===== config.mk =====
export PLATFORM = sky130hd
export DESIGN_NAME = rf_scoreboard
export DESIGN_NICKNAME = d
export VERILOG_FILES = /design/src/rtl/rf_scoreboard_pkg.sv /design/src/rtl/rf_scoreboard_sb_cnt.sv /design/src/rtl/rf_scoreboard.sv
export SDC_FILE = /design/constraint.sdc
export NUM_CORES = 1
export LEC_CHECK = 0
export BUFFER_PORTS_ARGS = -buffer_cell sky130_fd_sc_hd__buf_2
export CELL_PAD_IN_SITES_DETAIL_PLACEMENT = 1
export CELL_PAD_IN_SITES_GLOBAL_PLACEMENT = 1
export CORE_AREA = 5 5 90 92
export CTS_CLUSTER_SIZE = 30
export DETAILED_ROUTE_END_ITERATION = 12
export DIE_AREA = 0 0 95 97
export GPL_TIMING_DRIVEN = 1
export PLACE_DENSITY = 0.75
export SYNTH_ARGS = -nofsm -noshare
export SYNTH_HDL_FRONTEND = slang
export SYNTH_SLANG_ARGS = --single-unit

===== constraint.sdc =====
create_clock -name clk -period 3.5 [get_ports clk]
set_input_delay 0.7 -clock clk [delete_from_list [all_inputs] [get_ports clk]]
set_output_delay 0.7 -clock clk [all_outputs]
set_load 0.1 [all_outputs]

===== src/rtl/rf_scoreboard_pkg.sv =====
// Shared sizing constants for the register-file hazard scoreboard.
package rf_scoreboard_pkg;
  localparam int NREG        = 8;
  localparam int SEL_W       = 3;
  localparam int CNT_W       = 2;
  localparam int CNT_MAX     = (1 << CNT_W) - 1;
  localparam int STALL_CNT_W = 16;
endpackage


===== src/rtl/rf_scoreboard_sb_cnt.sv =====
// One saturating up/down counter of in-flight writes to a single register.
module sb_cnt #(
  parameter int W = rf_scoreboard_pkg::CNT_W
) (
  input  logic clk,
  input  logic rst,
  input  logic inc,
  input  logic dec,
  input  logic clr,
  output logic zero,
  output logic one,
  output logic full,
  output logic underflow
);
  import rf_scoreboard_pkg::*;

  logic [W-1:0] cnt_q, cnt_d;

  assign zero      = (cnt_q == '0);
  assign one       = (cnt_q == W'(1));
  assign full      = (cnt_q == '1);
  // A writeback to an idle register is a protocol error unless it is being squashed.
  assign underflow = dec & zero & ~clr;

  always_comb begin
    cnt_d = cnt_q;
    if (clr)
      cnt_d = '0;
    else if (inc && !dec && !full)
      cnt_d = cnt_q + W'(1);
    else if (dec && !inc && !zero)
      cnt_d = cnt_q - W'(1);
  end

  always_ff @(posedge clk) begin
    if (!rst)
      cnt_q <= '0;
    else
      cnt_q <= cnt_d;
  end
endmodule


===== src/rtl/rf_scoreboard.sv =====
// Issue-side hazard controller: per-register pending-write counters, stall generation and stall statistics.
module rf_scoreboard #(
  parameter int NREG  = rf_scoreboard_pkg::NREG,
  parameter int CNT_W = rf_scoreboard_pkg::CNT_W
) (
  input  logic                                    clk,
  input  logic                                    rst,
  input  logic                                    id_valid,
  input  logic [$clog2(NREG)-1:0]                 id_src1_sel,
  input  logic [$clog2(NREG)-1:0]                 id_src2_sel,
  input  logic                                    id_src1_used,
  input  logic                                    id_src2_used,
  input  logic [$clog2(NREG)-1:0]                 id_dst_sel,
  input  logic                                    id_dst_wr,
  input  logic                                    wb_en,
  input  logic [$clog2(NREG)-1:0]                 wb_sel,
  input  logic                                    flush,
  output logic                                    stall,
  output logic                                    issue,
  output logic [NREG-1:0]                         busy,
  output logic [rf_scoreboard_pkg::STALL_CNT_W-1:0] stall_cnt,
  output logic                                    err
);
  import rf_scoreboard_pkg::*;

  localparam int SW = $clog2(NREG);

  logic [NREG-1:0] zero_w, one_w, full_w, uflow_w;
  logic            src1_haz, src2_haz, dst_haz;
  logic            err_q, err_d;
  logic [STALL_CNT_W-1:0] stall_cnt_q, stall_cnt_d;

  generate
    for (genvar gi = 0; gi < NREG; gi++) begin : g_cnt
      localparam logic [SW-1:0] IDX = SW'(gi);
      sb_cnt #(.W(CNT_W)) u_cnt (
        .clk       (clk),
        .rst       (rst),
        .inc       (issue & id_dst_wr & (id_dst_sel == IDX)),
        .dec       (wb_en & ~flush & (wb_sel == IDX)),
        .clr       (flush),
        .zero      (zero_w[gi]),
        .one       (one_w[gi]),
        .full      (full_w[gi]),
        .underflow (uflow_w[gi])
      );
    end
  endgenerate

  // A single outstanding write retiring this cycle is forwarded by the register-file wrapper.
  assign src1_haz = id_src1_used & ~zero_w[id_src1_sel]
                  & ~(one_w[id_src1_sel] & wb_en & (wb_sel == id_src1_sel));
  assign src2_haz = id_src2_used & ~zero_w[id_src2_sel]
                  & ~(one_w[id_src2_sel] & wb_en & (wb_sel == id_src2_sel));
  assign dst_haz  = id_dst_wr & full_w[id_dst_sel]
                  & ~(wb_en & (wb_sel == id_dst_sel));

  assign stall = rst & id_valid & ~flush & (src1_haz | src2_haz | dst_haz);
  assign issue = rst & id_valid & ~flush & ~stall;
  assign busy  = ~zero_w;

  always_comb begin
    err_d       = err_q | (|uflow_w);
    stall_cnt_d = stall_cnt_q;
    if (stall && (stall_cnt_q != '1))
      stall_cnt_d = stall_cnt_q + STALL_CNT_W'(1);
  end

  always_ff @(posedge clk) begin
    if (!rst) begin
      err_q       <= 1'b0;
      stall_cnt_q <= '0;
    end else begin
      err_q       <= err_d;
      stall_cnt_q <= stall_cnt_d;
    end
  end

  assign err       = err_q;
  assign stall_cnt = stall_cnt_q;
endmodule


# After elaboration in Yosys (flattened, before gate mapping)
# Index checks and enable logic that the tools add are counted.
# W data, S select, Z words.
dict set report classes {
  n_addsub 17
  multipliers 0
  div 0
  magnitude_cmp 3
  n_eq_ne 34
  shift 0
  n_mux 26
  n_bitwise 61
  reduce_logical 85
}
# cell n
set op_table {}
lappend op_table {{$and A1 B1 Y1} 49}
lappend op_table {{$logic_and A1 B1 Y1} 33}
lappend op_table {{$logic_not A1 Y1} 32}
lappend op_table {{$mux W2} 16}
lappend op_table {{$eq A3 B3 Y1 const B} 8}
lappend op_table {{$add A16 B1 Y16 const B} 1}
lappend op_table {{$add A2 B1 Y2 const B} 8}
lappend op_table {{$eq A2 B1 Y1 const B} 8}
lappend op_table {{$eq A2 B2 Y1 const B} 8}
lappend op_table {{$logic_not A2 Y1} 8}
lappend op_table {{$ne A16 B16 Y1 const B} 1}
lappend op_table {{$reduce_bool A2 Y1} 8}
lappend op_table {{$sub A2 B1 Y2 const B} 8}
lappend op_table {{$bmux W1 S3} 5}
lappend op_table {{$eq A3 B2 Y1 const B} 4}
lappend op_table {{$lt A3 B4 Y1 const B} 3}
lappend op_table {{$eq A3 B3 Y1} 3}
lappend op_table {{$not A1 Y1} 8}
lappend op_table {{$not A8 Y8} 1}
lappend op_table {{$reduce_or A8 Y1} 1}
lappend op_table {{$eq A3 B1 Y1 const B} 2}
lappend op_table {{$logic_not A3 Y1} 2}
lappend op_table {{$mux W1} 5}
lappend op_table {{$or A1 B1 Y1} 3}
lappend op_table {{$reduce_or A2 Y1} 1}
dict set report word_totals {
  regBits 33
  latch_bits 0
  mem_bits_rw 0
  rom_bits 0
  out_inout_bits 27
  memories 0
}

# Logic depth before layout (Yosys ltp)
dict set report logic_depth {
  depth_word 19
  mapped_depth 11
  ltp_nobuf 9
}

# Modules after synthesis
# A second synthesis with hierarchy kept.
dict set report unflattened {
  cells_unflattened 375
  area_unflattened_um2 3178.0
}
# mod n_inst cells_each area_per_inst_um2 seq_area_each_um2
set modules_own_cells {}
lappend modules_own_cells {sb_cnt 8 24 203.9 40.0}
lappend modules_own_cells {rf_scoreboard 1 183 1546.5 340.3}

# Worst setup path before layout
# No wires, ideal clock.
dict set report synth_timing {
  path_kind {input-to-output}
  startpoint {in id_src2_sel[1]}
  endpoint {out issue}
  t_arrival_ps 3938
  t_required_ps 2800
  path_slack_ps -1138
  stages 7
  n_path_buf 2
  path_cell_list {clkbuf_1 -> mux2i_1 -> nor4b_1 -> o31a_1 -> o21ai_1 -> clkbuf_1 -> nor3_1}
}
dict set report synth_via {
  elab_chain_cells 11
}
# item line
set synth_lines {}
lappend synth_lines {{start, declared} rf_scoreboard.sv:10} ;# input logic [$clog2(NREG)-1:0] id_src2_sel,
lappend synth_lines {{$bmux W1 S3} rf_scoreboard.sv:54} ;# & ~(one_w[id_src2_sel] & wb_en & (wb_sel == id_src2_sel));
lappend synth_lines {{$mux W1 (implied by the code)} rf_scoreboard.sv:54}
lappend synth_lines {{$and A1 B1 Y1 (2 in a row)} rf_scoreboard.sv:54}
lappend synth_lines {{$not A1 Y1} rf_scoreboard.sv:54}
lappend synth_lines {{$and A1 B1 Y1 (*)} rf_scoreboard.sv:54}
lappend synth_lines {{$or A1 B1 Y1 (*) (2 in a row)} rf_scoreboard.sv:58} ;# assign stall = rst & id_valid & ~flush & (src1_haz | src2_haz | dst_haz);
lappend synth_lines {{$and A1 B1 Y1 (*)} rf_scoreboard.sv:58}
lappend synth_lines {{$not A1 Y1 (*)} rf_scoreboard.sv:59} ;# assign issue = rst & id_valid & ~flush & ~stall;
lappend synth_lines {{$and A1 B1 Y1 (*)} rf_scoreboard.sv:59}
lappend synth_lines {{end, declared} rf_scoreboard.sv:19} ;# output logic issue,
# Mark *: on every way between the ends. The rest lies on a longest branch, timed or not. The select of a mux whose other input is x is not followed.

# Worst setup path in the final report
dict set report layout_timing {
  startpoint {reg g_cnt[5].u_cnt.cnt_q[0]}
  endpoint {out stall}
}
dict set report layout_via {
  elab_chain_cells 10
}
# item line
set layout_lines {}
lappend layout_lines {{start, declared} rf_scoreboard_sb_cnt.sv:17} ;# logic [W-1:0] cnt_q, cnt_d;
lappend layout_lines {{start signal, assigned} rf_scoreboard_sb_cnt.sv:39} ;# cnt_q <= cnt_d;
lappend layout_lines {{$eq A2 B1 Y1} rf_scoreboard_sb_cnt.sv:20} ;# assign one = (cnt_q == W'(1));
lappend layout_lines {{$bmux W1 S3, on equally long branches} {rf_scoreboard.sv:52, rf_scoreboard.sv:54}}
lappend layout_lines {{$mux W1, on equally long branches} {rf_scoreboard.sv:52, rf_scoreboard.sv:54}}
lappend layout_lines {{$and A1 B1 Y1, on equally long branches (2 in a row)} {rf_scoreboard.sv:52, rf_scoreboard.sv:54}}
lappend layout_lines {{$not A1 Y1, on equally long branches} {rf_scoreboard.sv:52, rf_scoreboard.sv:54}}
lappend layout_lines {{$and A1 B1 Y1, on equally long branches} {rf_scoreboard.sv:52, rf_scoreboard.sv:54}}
lappend layout_lines {{$or A1 B1 Y1} rf_scoreboard.sv:58}
lappend layout_lines {{$or A1 B1 Y1 (*)} rf_scoreboard.sv:58}
lappend layout_lines {{$and A1 B1 Y1 (*)} rf_scoreboard.sv:58}
lappend layout_lines {{end, declared} rf_scoreboard.sv:18} ;# output logic stall,
# Marks and branches as above.

==> flow_metrics.tcl <==
set metrics [dict create \
    status "completed" \
    place_inst 496 \
    slowest_delay_ps 540 \
    cp.depth 8 \
    max_freq_ghz 0.298 \
    grt.overflow.total 0 \
    clk_root_buffer_cell "clkbuf_8" \
    dp_hpwl_mm 7.23 \
    r2r_cells 8 \
    grt_antenna_before_repair 0 \
    pre_cts_slack_ps 302 \
    hold_buffers 0 \
    start_util 0.406 \
    cts_tree "yes" \
    ys_async_sr_fraction 0 \
    routedWlPerCell_um 18.3 \
    hold_end "stall_cnt[15]$_SDFFE_PN0P_" \
    ys_types 52 \
    synthTopCellsByArea "dfxtp_1, ha_1, mux2i_1, nand3_1, inv_1" \
    worstPathRequired_ps 2800 \
    cts_buffers 5 \
    synth_top_family_by_area "simple AND/OR/NAND/NOR gates" \
    clkSlewWorstSetupHoldPaths_ps 80 \
    cp_max_fo 6 \
    ys.warnings.count 0 \
    power.leakage_nw 1.35 \
    r2r_end "stall_cnt[9]$_SDFFE_PN0P_" \
    r2r-start "g_cnt[5].u_cnt.cnt_q[0]$_SDFFE_PP0P_" \
    die_x_um 95 \
    die_area_mm2 0.00922 \
    rsz0062_at_grt "false" \
    synthAdderAreaFrac 0.108 \
    slew_headroom 0.574 \
    final-setup-viol-count 0 \
    port_buffers 46 \
    setup_ws_ps 147 \
    dr.pass1.iters 4 \
    avgSynthCellArea_um2 8.06 \
    synth_compound_area_frac 0.186 \
    drc 0 \
    multi_input_area_mm2 0.00207 \
    htreeDepth 2 \
    holdCritStartpoint "stall_cnt[15]$_SDFFE_PN0P_" \
    fin_crit_sh 0.958 \
    core.rowCount 31 \
    yosysTopAreaCell "dfxtp_1" \
    final_cell_mix "buf_2, dfxtp_1, inv_1" \
    place_congestion 0.875 \
    dpl_cell_area_mm2 0.00325 \
    drive_gt1_frac 0.188 \
    postLayoutCellArea_mm2 0.00339 \
    route.vias.total 2933 \
    whs_ps 477 \
    first_global_vias 3046 \
    syn_nets 404 \
    crit_type "flop to primary output" \
    seq_area_frac_synth 0.228 \
    report.final.slew_viol_count 0 \
    min_period_ps 3350 \
    critical_path.top_delay_family "multiplexers" \
    drt_iter0_drc 158 \
    instances_no_fill 504 \
    regToRegSetupSlack_ps 460 \
    powerDensity_mw_per_mm2 284 \
    fin_worst_skew_ps 5.98 \
    path_buf_inv 2 \
    ir_drop_uv 197 \
    hold_class "flop to flop" \
    ys_ff_latch 33 \
    ant_nets 0 \
    final_common_cell "buf_2" \
    synth-edff-count 0 \
    viasPerCell 5.82 \
    ios 47 \
    cts_setup_buffers 0 \
    area_growth_pct 17.1 \
    arrival_ps 2650 \
    crit_chain "inv_1 > ha_1 > mux4_1 > a311o_1 > nand2_1 > nor2_1 > nor2_4 > buf_12" \
    fp.dieH_um 97 \
    core_area_mm2 0.00714 \
    grt_max_degree 17 \
    netlist_area_mm2 0.00290 \
    grt_pass1_wl_mm 15.2 \
    fill_cells 912 \
    grt_use_total 0.205 \
    hold_depth 2 \
    synth_cells 359 \
    wirelength_mm 9.23 \
    synth_simple_gate_area_share 0.286 \
    startpoint_type "flop" \
    cp_slowest_cell "mux4_1" \
    clockBufferDepth 2 \
    synth_top_area_frac 0.228 \
    insertion_delay_ps 300 \
    synthMuxAreaShare 0.103 \
    worst_pin_slew_ps 639 \
    nets 449 \
    synthXorXnorAreaFrac 0.0242 \
    ys.flop_type "dfxtp_1" \
    clock_sinks 33 \
    finalHoldViolations 0 \
    maxCapViolations 0 \
    n_antenna_cell 0 \
    seq_area_um2 661 \
    end_kind "primary output" \
]
## kinds of logic after synthesis
| family | count (synthesis) |
|---|---|
| AO/OA/AOI/OAI | 75 |
| XOR/XNOR | 8 |
| adder cells (fa/ha/maj) | 25 |
| buffers and inverters | 43 |
| flip-flops | 33 |
| multiplexers | 21 |
| AND/OR/NAND/NOR | 154 |
## synth_stat cells (3+ instances only)
cell type  number
a21oi_1        14
a221oi_1        3
a311oi_1        4
and2_1          4
and3_1          8
buf_2           3
buf_6           3
clkbuf_1        9
dfxtp_1        33
ha_1           25
inv_1          28
mux2i_1        14
mux4_1          3
mux4_2          3
nand2_1        26
nand2b_1        8
nand3_1        23
nand4_1         9
nor2_1         24
nor2b_1         7
nor3_1         13
nor3b_1         5
nor4_1          6
o211ai_1        3
o21ai_0        12
o22ai_1         3
o31a_1          7
o31ai_1        10
or3_1           6
or4_1           3
xnor2_1         8
## worst max-delay path by stage
| stage | from | end |
|---|---|---|
| 2_1_floorplan | id_src2_sel[1] | issue |
| 3_3_place_gp | id_src1_sel[0] | stall_cnt[9]$_SDFFE_PN0P_ |
| 3_5_place_dp | id_src1_sel[0] | stall |
| 4_1_cts | g_cnt[4].u_cnt.cnt_q[1]$_SDFFE_PP0P_ | issue |
| 5_1_grt | g_cnt[4].u_cnt.cnt_q[1]$_SDFFE_PP0P_ | stall |
| 6_report | g_cnt[5].u_cnt.cnt_q[0]$_SDFFE_PP0P_ | stall |
## flip-flops by register name (all words and copies together), names as in the netlist
name	cells
err	1
g_cnt.u_cnt.cnt_q	16
stall_cnt	16
## metal layers
layer | vias to the layer above | track usage | share of wire
met5 | - | 0 | 0
met2 | 53 | 0.354 | 0.50
met3 | 11 | 0.0357 | 0.037
met4 | 0 | 0.0588 | 0.015
li1 | 1422 | - | -
met1 | 1447 | 0.257 | 0.44
## cell type report
class / count / area share
Clock inverter: 3 / 0.0203
Multi-Input combinational cell: 283 / 0.609
Sequential cell: 33 / 0.195
Clock buffer: 5 / 0.0203
Inverter: 28 / 0.0310
Timing Repair Buffer: 53 / 0.0878
Tap cell: 99 / 0.0365
## stage by stage
stage	total power, mW	setup TNS (ps)	util
finish	0.964	0	0.475
global route	0.994	0	0.475
CTS	0.971	0	0.474
detailed placement	0.507	0	0.455
global placement	0.505	0	0.455
floorplan	0.467	-283	-
## tightest hold or removal path: cells and delay by family (launching register included)
kind,cells,cell delay (ps)
AND/OR/NAND/NOR,1,60
flip-flops,1,330
AO/OA/AOI/OAI,1,50
## timing repair
item,CTS,global route
resized for setup,0,2
setup endpoints to repair,0,2
hold endpoints to repair,0,0
## where the power goes
| group | switching [mW] | internal, mW |
|---|---|---|
| combinational | 0.0833 | 0.0385 |
| clock | 0.177 | 0.287 |
| sequential | 0.00139 | 0.377 |
| total | 0.262 | 0.703 |
(Power assumes the default switching activity.)
